===== src/rtl/fcb_arb_pkg.sv =====
// ----------------------------------------------------------------------------
// fcb_arb_pkg : shared state encoding, requester ids and defaults for the FCB APB arbiter
// Rev 1.0
// ----------------------------------------------------------------------------
`default_nettype none

package fcb_arb_pkg;

  localparam logic [1:0] ST_IDLE   = 2'd0;
  localparam logic [1:0] ST_SETUP  = 2'd1;
  localparam logic [1:0] ST_ACCESS = 2'd2;
  localparam logic [1:0] ST_DONE   = 2'd3;

  localparam logic REQ_JTAG = 1'b0;
  localparam logic REQ_HOST = 1'b1;

  localparam int unsigned TIMEOUT_CYC_DEF = 256;

  function automatic logic [1:0] id_onehot(input logic id);
    return (id == REQ_HOST) ? 2'b10 : 2'b01;
  endfunction

endpackage

`default_nettype wire


===== src/rtl/fcb_arb_rr2.sv =====
// ----------------------------------------------------------------------------
// fcb_arb_rr2 : combinational 2-way round-robin pick with lock qualifier
// Rev 1.0
// ----------------------------------------------------------------------------
`default_nettype none

module fcb_arb_rr2
  import fcb_arb_pkg::*;
(
  input  logic [1:0] req,
  input  logic       last,
  input  logic       lock,
  input  logic       lock_id,
  output logic       gnt_valid,
  output logic       gnt_id
);

  always_comb begin
    gnt_valid = 1'b0;
    gnt_id    = REQ_JTAG;
    if (lock) begin
      // A held lock excludes the other requester entirely.
      gnt_valid = req[lock_id];
      gnt_id    = lock_id;
    end else if (req == 2'b11) begin
      gnt_valid = 1'b1;
      gnt_id    = ~last;
    end else if (req[0]) begin
      gnt_valid = 1'b1;
      gnt_id    = REQ_JTAG;
    end else if (req[1]) begin
      gnt_valid = 1'b1;
      gnt_id    = REQ_HOST;
    end
  end

endmodule

`default_nettype wire


===== src/rtl/fcb_apbm_arb.sv =====
// ----------------------------------------------------------------------------
// fcb_apbm_arb : two-requester APB master arbiter with burst lock; access timeout under FCB_ARB_TIMEOUT_EN
// Rev 1.0
// ----------------------------------------------------------------------------
`default_nettype none

module fcb_apbm_arb
  import fcb_arb_pkg::*;
#(
  parameter int unsigned ADDR_W = 32,
  parameter int unsigned DATA_W = 32
`ifdef FCB_ARB_TIMEOUT_EN
  ,
  parameter int unsigned TIMEOUT_CYC = TIMEOUT_CYC_DEF
`endif
) (
  input  logic              fcb_clk_i,
  input  logic              fcb_rst_ni,
  input  logic              r0_req_i,
  input  logic              r0_write_i,
  input  logic              r0_lock_i,
  input  logic [ADDR_W-1:0] r0_addr_i,
  input  logic [DATA_W-1:0] r0_wdata_i,
  output logic              r0_done_o,
  output logic              r0_err_o,
  output logic [DATA_W-1:0] r0_rdata_o,
  input  logic              r1_req_i,
  input  logic              r1_write_i,
  input  logic              r1_lock_i,
  input  logic [ADDR_W-1:0] r1_addr_i,
  input  logic [DATA_W-1:0] r1_wdata_i,
  output logic              r1_done_o,
  output logic              r1_err_o,
  output logic [DATA_W-1:0] r1_rdata_o,
  output logic              apb_psel_o,
  output logic              apb_penable_o,
  output logic              apb_pwrite_o,
  output logic [ADDR_W-1:0] apb_paddr_o,
  output logic [DATA_W-1:0] apb_pwdata_o,
  input  logic [DATA_W-1:0] apb_prdata_i,
  input  logic              apb_pready_i,
  input  logic              apb_pslverr_i,
  output logic [1:0]        owner_o
);

  logic [1:0]        state_q, state_d;
  logic              last_q, last_d;
  logic              lock_q, lock_d;
  logic              lock_id_q, lock_id_d;
  logic              id_q, id_d;
  logic              psel_q, psel_d;
  logic              penable_q, penable_d;
  logic              pwrite_q, pwrite_d;
  logic [ADDR_W-1:0] paddr_q, paddr_d;
  logic [DATA_W-1:0] pwdata_q, pwdata_d;
  logic              r0_done_q, r0_done_d;
  logic              r1_done_q, r1_done_d;
  logic              r0_err_q, r0_err_d;
  logic              r1_err_q, r1_err_d;
  logic [DATA_W-1:0] r0_rdata_q, r0_rdata_d;
  logic [DATA_W-1:0] r1_rdata_q, r1_rdata_d;
  logic [1:0]        owner_q, owner_d;

  logic              gnt_valid;
  logic              gnt_id;
  logic              xfer_done;
  logic              xfer_err;
  logic [DATA_W-1:0] xfer_rdata;
  logic              timeout_hit;
  logic              timed_out;

  fcb_arb_rr2 u_rr2 (
    .req       ({r1_req_i, r0_req_i}),
    .last      (last_q),
    .lock      (lock_q),
    .lock_id   (lock_id_q),
    .gnt_valid (gnt_valid),
    .gnt_id    (gnt_id)
  );

`ifdef FCB_ARB_TIMEOUT_EN
  localparam int unsigned CNT_W = $clog2(TIMEOUT_CYC) + 1;

  logic [CNT_W-1:0] to_cnt_q, to_cnt_d;
  logic             timed_out_q, timed_out_d;

  always_comb begin
    to_cnt_d = to_cnt_q;
    if (state_q == ST_SETUP) begin
      to_cnt_d = '0;
    end else if ((state_q == ST_ACCESS) && !apb_pready_i) begin
      to_cnt_d = to_cnt_q + CNT_W'(1);
    end
    // pready in the terminal cycle wins, so the abort needs pready low.
    timeout_hit = (state_q == ST_ACCESS) && !apb_pready_i &&
                  (to_cnt_q == CNT_W'(TIMEOUT_CYC - 1));
    timed_out_d = timeout_hit;
  end

  always_ff @(posedge fcb_clk_i or negedge fcb_rst_ni) begin
    if (!fcb_rst_ni) begin
      to_cnt_q    <= '0;
      timed_out_q <= 1'b0;
    end else begin
      to_cnt_q    <= to_cnt_d;
      timed_out_q <= timed_out_d;
    end
  end

  assign timed_out = timed_out_q;
`else
  assign timeout_hit = 1'b0;
  assign timed_out   = 1'b0;
`endif

  always_comb begin
    state_d    = state_q;
    last_d     = last_q;
    lock_d     = lock_q;
    lock_id_d  = lock_id_q;
    id_d       = id_q;
    pwrite_d   = pwrite_q;
    paddr_d    = paddr_q;
    pwdata_d   = pwdata_q;
    xfer_done  = 1'b0;
    xfer_err   = 1'b0;
    xfer_rdata = '0;

    case (state_q)
      ST_IDLE: begin
        if (gnt_valid) begin
          id_d     = gnt_id;
          last_d   = gnt_id;
          pwrite_d = (gnt_id == REQ_HOST) ? r1_write_i : r0_write_i;
          paddr_d  = (gnt_id == REQ_HOST) ? r1_addr_i  : r0_addr_i;
          pwdata_d = (gnt_id == REQ_HOST) ? r1_wdata_i : r0_wdata_i;
          state_d  = ST_SETUP;
        end
      end
      ST_SETUP: begin
        state_d = ST_ACCESS;
      end
      ST_ACCESS: begin
        if (apb_pready_i) begin
          xfer_done  = 1'b1;
          xfer_err   = apb_pslverr_i;
          xfer_rdata = pwrite_q ? '0 : apb_prdata_i;
          state_d    = ST_DONE;
        end else if (timeout_hit) begin
          xfer_done = 1'b1;
          xfer_err  = 1'b1;
          state_d   = ST_DONE;
        end
      end
      ST_DONE: begin
        lock_d    = ((id_q == REQ_HOST) ? r1_lock_i : r0_lock_i) & ~timed_out;
        lock_id_d = id_q;
        state_d   = ST_IDLE;
      end
      default: begin
        state_d = ST_IDLE;
      end
    endcase

    // Outputs are registered, so they are derived from the next state.
    r0_done_d  = xfer_done && (id_q == REQ_JTAG);
    r1_done_d  = xfer_done && (id_q == REQ_HOST);
    r0_err_d   = r0_done_d & xfer_err;
    r1_err_d   = r1_done_d & xfer_err;
    r0_rdata_d = r0_done_d ? xfer_rdata : '0;
    r1_rdata_d = r1_done_d ? xfer_rdata : '0;
    psel_d     = (state_d == ST_SETUP) || (state_d == ST_ACCESS);
    penable_d  = (state_d == ST_ACCESS);

    if (state_d != ST_IDLE) begin
      owner_d = id_onehot(id_d);
    end else if (lock_d) begin
      owner_d = id_onehot(lock_id_d);
    end else begin
      owner_d = 2'b00;
    end
  end

  always_ff @(posedge fcb_clk_i or negedge fcb_rst_ni) begin
    if (!fcb_rst_ni) begin
      state_q    <= ST_IDLE;
      last_q     <= 1'b1;
      lock_q     <= 1'b0;
      lock_id_q  <= REQ_JTAG;
      id_q       <= REQ_JTAG;
      psel_q     <= 1'b0;
      penable_q  <= 1'b0;
      pwrite_q   <= 1'b0;
      paddr_q    <= '0;
      pwdata_q   <= '0;
      r0_done_q  <= 1'b0;
      r1_done_q  <= 1'b0;
      r0_err_q   <= 1'b0;
      r1_err_q   <= 1'b0;
      r0_rdata_q <= '0;
      r1_rdata_q <= '0;
      owner_q    <= 2'b00;
    end else begin
      state_q    <= state_d;
      last_q     <= last_d;
      lock_q     <= lock_d;
      lock_id_q  <= lock_id_d;
      id_q       <= id_d;
      psel_q     <= psel_d;
      penable_q  <= penable_d;
      pwrite_q   <= pwrite_d;
      paddr_q    <= paddr_d;
      pwdata_q   <= pwdata_d;
      r0_done_q  <= r0_done_d;
      r1_done_q  <= r1_done_d;
      r0_err_q   <= r0_err_d;
      r1_err_q   <= r1_err_d;
      r0_rdata_q <= r0_rdata_d;
      r1_rdata_q <= r1_rdata_d;
      owner_q    <= owner_d;
    end
  end

  assign r0_done_o     = r0_done_q;
  assign r1_done_o     = r1_done_q;
  assign r0_err_o      = r0_err_q;
  assign r1_err_o      = r1_err_q;
  assign r0_rdata_o    = r0_rdata_q;
  assign r1_rdata_o    = r1_rdata_q;
  assign apb_psel_o    = psel_q;
  assign apb_penable_o = penable_q;
  assign apb_pwrite_o  = pwrite_q;
  assign apb_paddr_o   = paddr_q;
  assign apb_pwdata_o  = pwdata_q;
  assign owner_o       = owner_q;

endmodule

`default_nettype wire


===== config.mk =====
export PLATFORM = sky130hd
export DESIGN_NAME = fcb_apbm_arb
export DESIGN_NICKNAME = d
export VERILOG_FILES = /design/src/rtl/fcb_arb_pkg.sv /design/src/rtl/fcb_arb_rr2.sv /design/src/rtl/fcb_apbm_arb.sv
export SDC_FILE = /design/constraint.sdc
export NUM_CORES = 1
export LEC_CHECK = 0
export ABC_CLOCK_PERIOD_IN_PS = 1600
export BUFFER_PORTS_ARGS = -buffer_cell sky130_fd_sc_hd__buf_2
export CAP_MARGIN = 20
export CELL_PAD_IN_SITES_DETAIL_PLACEMENT = 2
export CELL_PAD_IN_SITES_GLOBAL_PLACEMENT = 2
export CORE_MARGIN = 3
export CORE_UTILIZATION = 24
export DETAILED_ROUTE_END_ITERATION = 10
export PLACE_DENSITY = 0.76
export SLEW_MARGIN = 30
export SYNTH_ARGS = -nofsm -noshare
export SYNTH_HDL_FRONTEND = slang
export SYNTH_HIERARCHICAL = 1
export SYNTH_SLANG_ARGS = --single-unit

===== constraint.sdc =====
create_clock -name fcb_clk_i -period 1.6 [get_ports fcb_clk_i]
set_input_delay 0.32 -clock fcb_clk_i [delete_from_list [all_inputs] [get_ports fcb_clk_i]]
set_output_delay 0.32 -clock fcb_clk_i [all_outputs]
set_load 0.01 [all_outputs]

==> flow_metrics.py, run 1 <==
metrics = {
    "outcome": {
        "status": "finished, violations left",
        "violations": "setup timing",
    },
    "drt": {
        "route.detailed.drc": 0,
        "drtIter0Drc": 135,
        "wl_per_cell_um": 18.9,
        "vias_per_cell": 4.31,
        "postRouteAntennaNets": 0,
        "vias": 4891,
        "first_pass_iters": 4,
        "wl_um": 21500,
    },
    "clock_tree": {
        "clk_latency_ns": 0.42,
        "root_buffer": "clkbuf_16",
        "cts_buffers": 17,
        "cts.clk_slew.worst_paths_ns": 0.07,
        "clkSinkCount": 143,
        "h-tree-depth": 4,
        "cts_tree": "yes",
        "clockBufferDepth": 2,
    },
    "critical_path": {
        "cp-start-kind": "flip-flop",
        "crit_type": "reg -> reg",
        "cpPeakStageDelay_ns": 0.40,
        "path_max_fanout": 4,
        "r2r_end": "owner_o[1]$_DFF_PN0_",
        "r2r_slack_ns": -0.05,
        "r2r_start": "state_q[1]$_DFF_PN0_",
        "cp.required_ns": 1.91,
        "cp_data_arrival_time_ns": 1.96,
        "end_kind": "flip-flop",
        "r2r_cells": 8,
        "crit_path_cell_trace": "inv_2 -> ha_4 -> mux2_4 -> o22a_1 -> inv_2 -> ha_4 -> o211ai_1 -> o21a_1",
        "cp_slowest_cell": "dfrtp_1",
    },
    "timing": {
        "slew_viol_final": 0,
        "fin_crit_sh_pct": 103,
        "fin_crit_ns": 1.65,
        "max_freq_ghz": 0.605,
        "rsz0062_at_grt": "true",
        "relSlewSlack_pct": 77.6,
        "tightest_slew_ns": 0.336,
        "finalSetupViolCount": 1,
        "fin_skew_ns": 0.0124,
        "hold_viol": 0,
        "setup_ws_ns": -0.0526,
    },
    "power_and_ir_drop": {
        "swShare_pct": 36.9,
        "cellPowerDensity_mw_per_mm2": 1840,
        "ir_drop_mv": 0.641,
        "p_comb_share_pct": 41.5,
        "finalPower_w": 0.0160,
        "power.internal_w": 0.0101,
        "p_leak_nw": 4.70,
        "seqPwrFrac_pct": 32.7,
        "power_frac_clock_pct": 25.9,
        "netSwitchingPower_w": 0.00591,
    },
    "grt": {
        "antenna_found_initial": 1,
        "grt_pass1_vias": 5513,
        "grt_overflow": 0,
        "grtUsageTotal_pct": 15.4,
        "grt_max_degree": 60,
        "grt_pass1_wl_um": 31100,
    },
    "placement": {
        "place.gp.congestion": 0.714,
        "post-dp-hpwl_um": 15300,
        "port_buffers": 306,
    },
    "die": {
        "initial_core_util_pct": 24.8,
        "die_x_um": 160,
        "rows": 55,
        "fp.dieH_um": 160,
        "core_mm2": 0.0230,
        "dieArea_mm2": 0.0257,
        "io_pins": 307,
    },
    "worst_hold_path": {
        "worstHoldStart": "apb_prdata_i[18]",
        "holdPathEnd": "r0_rdata_o[18]$_DFF_PN0_",
        "min_path_cells": 2,
        "hold_path_class": "in -> reg",
    },
    "cells_and_area": {
        "drive_above_1_share_pct": 48.5,
        "fill_cells": 2556,
        "area_growth_pct": 52.8,
        "finish.utilization_pct": 38.0,
        "nNetsFinal": 984,
    },
    "synth": {
        "synth_seq_cells": 143,
        "synth_cell_types": 32,
        "syn-mean-instance-area_um2": 12.1,
        "syn_inst": 471,
        "synth_common_cells": "142 x dfrtp_1, 69 x nand2_1, 66 x and2_1, 66 x mux2i_1, 51 x o21ai_1",
        "synthFlopType": "dfrtp_1",
        "synthTopCellsByArea": "dfrtp_1 62%, mux2i_1 12%, and2_1 7.2%",
        "synth_top_area_share_pct": 62.3,
        "synth_nets": 647,
        "yosysSeqAreaShare_pct": 62.7,
        "synth_area_mm2": 0.00571,
        "synth.most_common_cell": "dfrtp_1",
        "ys_warn_count": 6,
        "synth_area_leader_cell": "dfrtp_1",
        "async_reset_ff_share_pct": 100,
        "synth_edf_count": 0,
    },
    "run": {
        "cap_violations": 0,
    },
}
==> registers in the layout, indices dropped and copies added, names as in the netlist, 2 cells and up <==
name	flops
r0_rdata_o	32
r1_rdata_o	32
apb_paddr_o	32
apb_pwdata_o	32
state_q	2
owner_o	2
==> layer usage <==
layer | up-vias | wire length [µm] | global-route usage (%)
li1 | 2240 | - | -
met1 | 2411 | 8160 | 16.5
met2 | 220 | 10800 | 26.5
met3 | 18 | 2260 | 8.02
met4 | 2 | 279 | 4.69
met5 | - | 13 | 0
==> power by group through the flow <==
stage	Clock (W)	Sequential [W]	Combinational (W)
after floorplan	0	0.00575	0.00293
after global placement	0	0.00524	0.00587
after detailed placement	0	0.00532	0.00605
after CTS	0.00428	0.00526	0.00612
after global routing	0.00446	0.00540	0.00736
final	0.00415	0.00524	0.00665
==> final cells by class <==
class	count	area, µm²	area share, %
Antenna cell	1	2.50	0.0287
Clock buffer	18	429	4.92
Inverter	4	15.0	0.172
Tap cell	313	392	4.49
Clock inverter	14	169	1.94
Timing Repair Buffer	345	2110	24.2
Multi-Input combinational cell	297	2020	23.2
Sequential cell	143	3580	41.0
==> what timing repair did <==
action,CTS,global route
hold buffers,1,0
endpoints found under the setup margin,2,90
setup buffers,0,1
pin swaps,1,1
resized for setup,2,18
cloned,0,10
endpoints found under the hold margin,25,0
==> cells in the final DEF, fill, tap and decap left out, drive strengths merged <==
cell type    count
a21boi           1
a21o             2
a21oi            1
a22o             1
a2bb2oi          1
and2            66
and2b            1
and3             2
and3b            1
buf            337
bufinv           2
clkbuf          25
clkinv           3
dfrtp          142
dfstp            1
diode            1
dlygate4sd3      1
ha               6
inv             13
mux2             2
mux2i           66
nand2           70
nand3            1
nor2             3
nor2b            1
nor3             1
nor3b            1
o211ai           1
o21a             1
o21ai           67
o22a             1
==> worst max-delay path by stage <==
stage / from / to / slack, ns / cells after the start
floorplan: lock_q$_DFF_PN0_ / owner_o[1]$_DFF_PN0_ / 0.001 / 8
global placement: r0_req_i / owner_o[1]$_DFF_PN0_ / -0.15 / 9
detailed placement: r0_req_i / owner_o[1]$_DFF_PN0_ / -0.19 / 9
CTS: state_q[1]$_DFF_PN0_ / owner_o[1]$_DFF_PN0_ / -0.05 / 8
global route: state_q[1]$_DFF_PN0_ / owner_o[1]$_DFF_PN0_ / -0.14 / 8
finish: state_q[1]$_DFF_PN0_ / owner_o[1]$_DFF_PN0_ / -0.05 / 8
==> logic make-up (layout without fill, tap and decap cells) <==
kind of cell	count (synthesis)	in the layout	synth area share (%)
flops	143	143	62.7
mux	68	68	12.0
other cells	0	1	0
simple gates	146	147	13.1
fa+ha+maj	6	6	1.32
buf+inv	32	381	3.64
compound gates	76	76	7.26
==> worst max-delay path, delay by kind of cell, from the launching register on <==
kind | cells | cell delay, ns
AOI/OAI and AO/OA | 3 | 0.38
buffers and inverters | 2 | 0.18
DFF | 1 | 0.40
adders and majority gates | 2 | 0.29
muxes | 1 | 0.29
==> metrics by stage <==
stage               cell area (µm²)  worst slack, ns  hold slack, ns  setup TNS (ns)  std cells
floorplan                      5730          0.00140          0.0244               0        471
global placement               7820           -0.148           0.230          -0.217       1090
detailed placement             7820           -0.192           0.233          -0.333       1090
CTS                            8430          -0.0516          0.0928         -0.0516       1123
global route                   8720           -0.145          0.0928           -4.70       1134
finish                         8720          -0.0526           0.114         -0.0526       1135
Note: power is estimated with default switching activity, not from simulation.
==> run 2, diff against run 1 <==
ABC_CLOCK_PERIOD_IN_PS = 1650   (was 1600)
CORE_MARGIN = 2   (was 3)
CORE_UTILIZATION = 26   (was 24)
PLACE_DENSITY = 0.78   (was 0.76)
clock period = 1.65 ns   (was 1.6 ns; I/O delays follow)
==> flow_metrics.py, run 2 (synthesized netlist as in run 1, its figures left out) <==
metrics = {
    "timing": {
        "rsz0062_at_grt": "true",
        "max_freq_ghz": 0.598,
        "setup_ws_ns": -0.0226,
        "slew_viol_final": 0,
        "finalSetupViolCount": 2,
        "fin_crit_sh_pct": 101,
        "holdWs_ns": 0.128,
        "hold_viol": 0,
        "relSlewSlack_pct": 73.0,
        "tightest_slew_ns": 0.406,
        "fin_skew_ns": 0.0169,
        "fin_crit_ns": 1.67,
    },
    "placement": {
        "place.gp.congestion": 0.716,
        "port_buffers": 306,
        "post-dp-hpwl_um": 14800,
        "dp_cells": 1064,
    },
    "die": {
        "fp.dieH_um": 152,
        "rows": 54,
        "core_mm2": 0.0217,
        "dieArea_mm2": 0.0232,
        "initial_core_util_pct": 26.3,
        "die_x_um": 152,
        "io_pins": 307,
    },
    "critical_path": {
        "path_max_fanout": 4,
        "r2r_cells": 8,
        "r2r_end": "owner_o[1]$_DFF_PN0_",
        "cp_slowest_cell": "dfrtp_1",
        "r2r_slack_ns": -0.02,
        "crit_path_cell_trace": "inv_2 -> ha_4 -> mux2_4 -> o22a_1 -> inv_2 -> ha_4 -> o211ai_1 -> o21a_1",
        "end_kind": "flip-flop",
        "crit_type": "reg -> reg",
        "r2r_start": "state_q[1]$_DFF_PN0_",
        "cpPeakStageDelay_ns": 0.40,
        "cp_data_arrival_time_ns": 1.98,
        "cp-start-kind": "flip-flop",
        "cp.required_ns": 1.95,
    },
    "grt": {
        "grt_max_degree": 49,
        "antenna_found_initial": 0,
        "grt_overflow": 0,
        "grt_pass1_wl_um": 30500,
        "grtUsageTotal_pct": 16.7,
        "grt_pass1_vias": 5529,
    },
    "clock_tree": {
        "root_buffer": "clkbuf_16",
        "h-tree-depth": 4,
        "clockBufferDepth": 2,
        "cts_tree": "yes",
        "cts_buffers": 17,
        "clkSinkCount": 143,
        "clk_latency_ns": 0.42,
        "cts.clk_slew.worst_paths_ns": 0.07,
    },
    "cells_and_area": {
        "fill_cells": 2368,
        "drive_above_1_share_pct": 50.9,
        "multi_input_area_mm2": 0.00206,
        "area_growth_pct": 51.7,
        "regArea_mm2": 0.00358,
        "layout_commonest_cell": "buf_2",
        "diodes": 0,
        "mostFrequentLayoutCells": "305 x buf_2, 141 x dfrtp_1, 68 x nand2_1",
        "nNetsFinal": 990,
        "stdcell_count": 1107,
    },
    "worst_hold_path": {
        "worstHoldStart": "apb_prdata_i[14]",
        "hold_path_class": "in -> reg",
        "holdPathEnd": "r1_rdata_o[14]$_DFF_PN0_",
        "min_path_cells": 2,
    },
    "drt": {
        "wl_um": 19800,
        "vias": 4913,
        "route.detailed.drc": 0,
        "postRouteAntennaNets": 0,
        "first_pass_iters": 4,
        "drtIter0Drc": 74,
        "vias_per_cell": 4.44,
        "wl_per_cell_um": 17.9,
    },
    "power_and_ir_drop": {
        "p_leak_nw": 4.68,
        "ir_drop_mv": 0.652,
        "cellPowerDensity_mw_per_mm2": 1790,
        "finalPower_w": 0.0155,
    },
    "outcome": {
        "violations": "setup timing",
        "status": "finished, violations left",
    },
    "run": {
        "cap_violations": 0,
    },
}
==> run 2: changes by cell type in the layout (fill, tap and decap cells not counted), sizes merged <==
| cell | change |
|---|---|
| clkbuf | -5 |
| inv | +1 |
| diode | -1 |
| clkinvlp | +3 |
| clkinv | -2 |
| nand2 | -1 |
| bufinv | -1 |
| buf | +11 |
==> run 2: power breakdown <==
group | total, W | internal [W] | switching [W]
logic | 0.00650 | 0.00300 | 0.00350
clock network | 0.00388 | 0.00216 | 0.00172
registers | 0.00508 | 0.00456 | 0.000520
==> run 2: layer usage <==
layer  track usage, %  share of wire (%)
met1             18.6                 38
met5                0                  0
met3             6.51                8.4
met2             29.7                 52
met4             4.81                1.3
==> run 2: timing repair <==
item,4_1_cts,5_1_grt
pin swaps,5,6
gates cloned,0,4
setup endpoints to repair,9,70
hold endpoints to repair,29,0
buffers inserted,3,3
hold buffers,1,0
resized for setup,7,40
==> run 2: how the worst max path moves through the flow <==
stage	start	endpoint	cells after the start
floorplan	state_q[0]$_DFF_PN0_	owner_o[1]$_DFF_PN0_	8
global placement	r0_req_i	owner_o[1]$_DFF_PN0_	9
detailed placement	r0_req_i	owner_o[1]$_DFF_PN0_	9
CTS	lock_q$_DFF_PN0_	owner_o[1]$_DFF_PN0_	8
global route	state_q[1]$_DFF_PN0_	owner_o[1]$_DFF_PN0_	8
finish	state_q[1]$_DFF_PN0_	owner_o[1]$_DFF_PN0_	8
==> run 2: layout make-up <==
class	count	area share, %
Clock buffer	17	4.91
Timing Repair Buffer	352	23.8
Tap cell	280	4.05
Sequential cell	143	41.4
Multi-Input combinational cell	296	23.8
Clock inverter	15	1.89
Inverter	4	0.173
==> run 2: through the flow <==
step / utilization [%] / setup WS [ns] / cell area, µm² / TNS, ns
floorplan: - / 0.0178 / 5720 / 0
global placement: 35.8 / -0.0940 / 7760 / -0.105
detailed placement: 35.8 / -0.142 / 7760 / -0.281
CTS: 38.8 / -0.0306 / 8410 / -0.0670
global route: 39.9 / -0.0947 / 8660 / -1.41
finish: 39.9 / -0.0226 / 8660 / -0.0255
==> run 2: critical path, delay by kind of cell (launching register included) <==
kind / cells / cell delay, ns
flip-flops: 1 / 0.40
multiplexers: 1 / 0.30
adder cells (fa/ha/maj): 2 / 0.29
buffers and inverters: 2 / 0.18
AO/OA/AOI/OAI: 3 / 0.39
==> run 3, diff against run 2 <==
GPL_TIMING_DRIVEN = 0   (was unset)
TNS_END_PERCENT = 20   (was unset)
==> flow_metrics.py, run 3 (synthesized netlist as in run 1, its figures left out) <==
metrics = {
    "outcome": {
        "status": "finished, violations left",
        "violations": "setup timing",
    },
    "drt": {
        "first_pass_iters": 4,
        "wl_um": 21500,
        "drtIter0Drc": 122,
        "vias_per_cell": 4.52,
        "route.detailed.drc": 0,
        "postRouteAntennaNets": 0,
        "wl_per_cell_um": 19.3,
        "vias": 5055,
    },
    "clock_tree": {
        "cts_buffers": 17,
        "h-tree-depth": 4,
        "cts.clk_slew.worst_paths_ns": 0.07,
        "clk_latency_ns": 0.42,
        "cts_tree": "yes",
        "clkSinkCount": 143,
        "root_buffer": "clkbuf_16",
        "clockBufferDepth": 2,
    },
    "power_and_ir_drop": {
        "netSwitchingPower_w": 0.00644,
        "p_comb_share_pct": 46.7,
        "seqPwrFrac_pct": 30.5,
        "power.internal_w": 0.0105,
        "power_frac_clock_pct": 22.8,
        "swShare_pct": 38.0,
        "finalPower_w": 0.0169,
        "ir_drop_mv": 0.643,
        "p_leak_nw": 4.84,
        "cellPowerDensity_mw_per_mm2": 1860,
    },
    "cells_and_area": {
        "layout_commonest_cell": "buf_2",
        "fill_cells": 2295,
        "stdcell_count": 1118,
        "mostFrequentLayoutCells": "305 x buf_2, 140 x dfrtp_1, 66 x and2_1",
        "nNetsFinal": 1001,
        "diodes": 0,
        "regArea_mm2": 0.00358,
        "area_growth_pct": 59.7,
        "drive_above_1_share_pct": 55.5,
        "multi_input_area_mm2": 0.00226,
    },
    "grt": {
        "grt_pass1_vias": 5651,
        "grtUsageTotal_pct": 18.0,
        "grt_pass1_wl_um": 32500,
        "antenna_found_initial": 1,
        "grt_overflow": 0,
        "grt_max_degree": 77,
    },
    "run": {
        "cap_violations": 0,
    },
    "die": {
        "initial_core_util_pct": 26.3,
        "fp.dieH_um": 152,
        "io_pins": 307,
        "rows": 54,
        "die_x_um": 152,
        "dieArea_mm2": 0.0232,
        "core_mm2": 0.0217,
    },
    "critical_path": {
        "r2r_start": "lock_id_q$_DFF_PN0_",
        "path_max_fanout": 9,
        "cpPeakStageDelay_ns": 0.46,
        "cp_top_family": "compound AO/OA/AOI/OAI gates",
        "cp_num_buf_inv": 2,
        "cp_data_arrival_time_ns": 2.07,
        "cp-start-kind": "flip-flop",
        "cp.required_ns": 1.96,
        "cp-startpoint": "lock_id_q$_DFF_PN0_",
        "cp_slowest_cell": "dfrtp_2",
        "crit_type": "reg -> reg",
        "end_kind": "flip-flop",
        "crit_path_cell_trace": "a21boi_2 -> a2bb2oi_2 -> buf_4 -> nand2_8 -> buf_12 -> a21o_1 -> o21a_1",
    },
    "timing": {
        "relSlewSlack_pct": 61.8,
        "slew_viol_final": 0,
        "fin_skew_ns": 0.00884,
        "tightest_slew_ns": 0.574,
        "hold_viol": 0,
        "max_freq_ghz": 0.569,
        "tns_ns": -0.613,
        "fin_crit_ns": 1.76,
        "rsz0062_at_grt": "true",
        "fin_crit_sh_pct": 107,
        "finalSetupViolCount": 27,
        "setup_ws_ns": -0.109,
    },
    "placement": {
        "port_buffers": 306,
        "dp_cells": 1058,
        "place.gp.congestion": 0.744,
        "post-dp-hpwl_um": 15400,
    },
    "worst_hold_path": {
        "worstHoldStart": "apb_prdata_i[15]",
        "hold_path_class": "in -> reg",
    },
}
## run 3: cell types whose count changed in the layout (fill, tap and decap cells not counted), moves of 5 or more
cell / previous run / this run
o21ai_2: 0 / 16
mux2i_1: 61 / 49
buf_4: 27 / 17
clkbuf_16: 20 / 26
nand2_1: 68 / 49
buf_6: 9 / 14
o21ai_0: 12 / 0
nand2_2: 0 / 14
mux2i_4: 1 / 9
and2_4: 15 / 0
nand2_4: 0 / 5
and2_1: 51 / 66
## run 3: power by group through the flow
stage / clock [W] / combinational, W / sequential (W)
2_1_floorplan: 0 / 0.00283 / 0.00558
3_3_place_gp: 0 / 0.00550 / 0.00508
3_5_place_dp: 0 / 0.00572 / 0.00516
4_1_cts: 0.00397 / 0.00615 / 0.00510
5_1_grt: 0.00414 / 0.00860 / 0.00531
6_report: 0.00386 / 0.00791 / 0.00517
## run 3: path summary, 6_finish.rpt
check,to,slack (ns),cells after the start
worst max-delay path,owner_o[1]$_DFF_PN0_,-0.11,7
min in group asynchronous,apb_paddr_o[11]$_DFFE_PN0P_,0.46,2
worst max register to register,owner_o[1]$_DFF_PN0_,-0.11,7
worst min-delay path,r0_rdata_o[15]$_DFF_PN0_,0.13,2
worst min register to register,apb_paddr_o[30]$_DFFE_PN0P_,0.48,2
max in group asynchronous,r1_rdata_o[9]$_DFF_PN0_,0.41,3
## run 3: routing by layer
layer	up-vias	track usage, %	share of wire [%]
met2	205	32.2	53
met4	2	4.23	0.98
met5	-	0	0.074
met1	2549	20.6	38
li1	2282	-	-
met3	17	6.11	7.7
## run 3: cell type report
cell class	count	share of cell area (%)
inverters	4	0.165
plain buffers	27	3.67
multi-input cells	296	24.8
clock inverters	15	1.84
well taps	280	3.84
clock buffers	17	4.67
repair buffers	336	21.7
flip-flops and latches	143	39.3
## run 3: through the flow
stage               hold WS [ns]  cell area [µm²]  setup slack (ns)  util [%]
floorplan                 0.0344             5720            0.0178         -
global placement           0.459             7600             -1.85      35.1
detailed placement         0.320             7640            -0.340      35.2
CTS                        0.104             8390           -0.0629      38.7
global route               0.104             9110            -0.176      42.0
finish                     0.127             9110            -0.109      42.0
## run 3: worst reg2reg max path: cells and delay by family (launching register included)
family,cells,cell delay (ns)
AOI/OAI and AO/OA,4,0.78
buffers and inverters,2,0.34
DFF,1,0.46
and+or+nand+nor,1,0.08
## run 3: repair_timing
| item | in CTS | in global routing |
|---|---|---|
| hold buffers | 1 | 0 |
| cloned | 0 | 9 |
| setup endpoints to repair | 100 | 103 |
| hold endpoints to repair | 66 | 0 |
| gates resized for setup | 24 | 139 |
| buffers inserted | 9 | 10 |
| pin swaps | 5 | 15 |
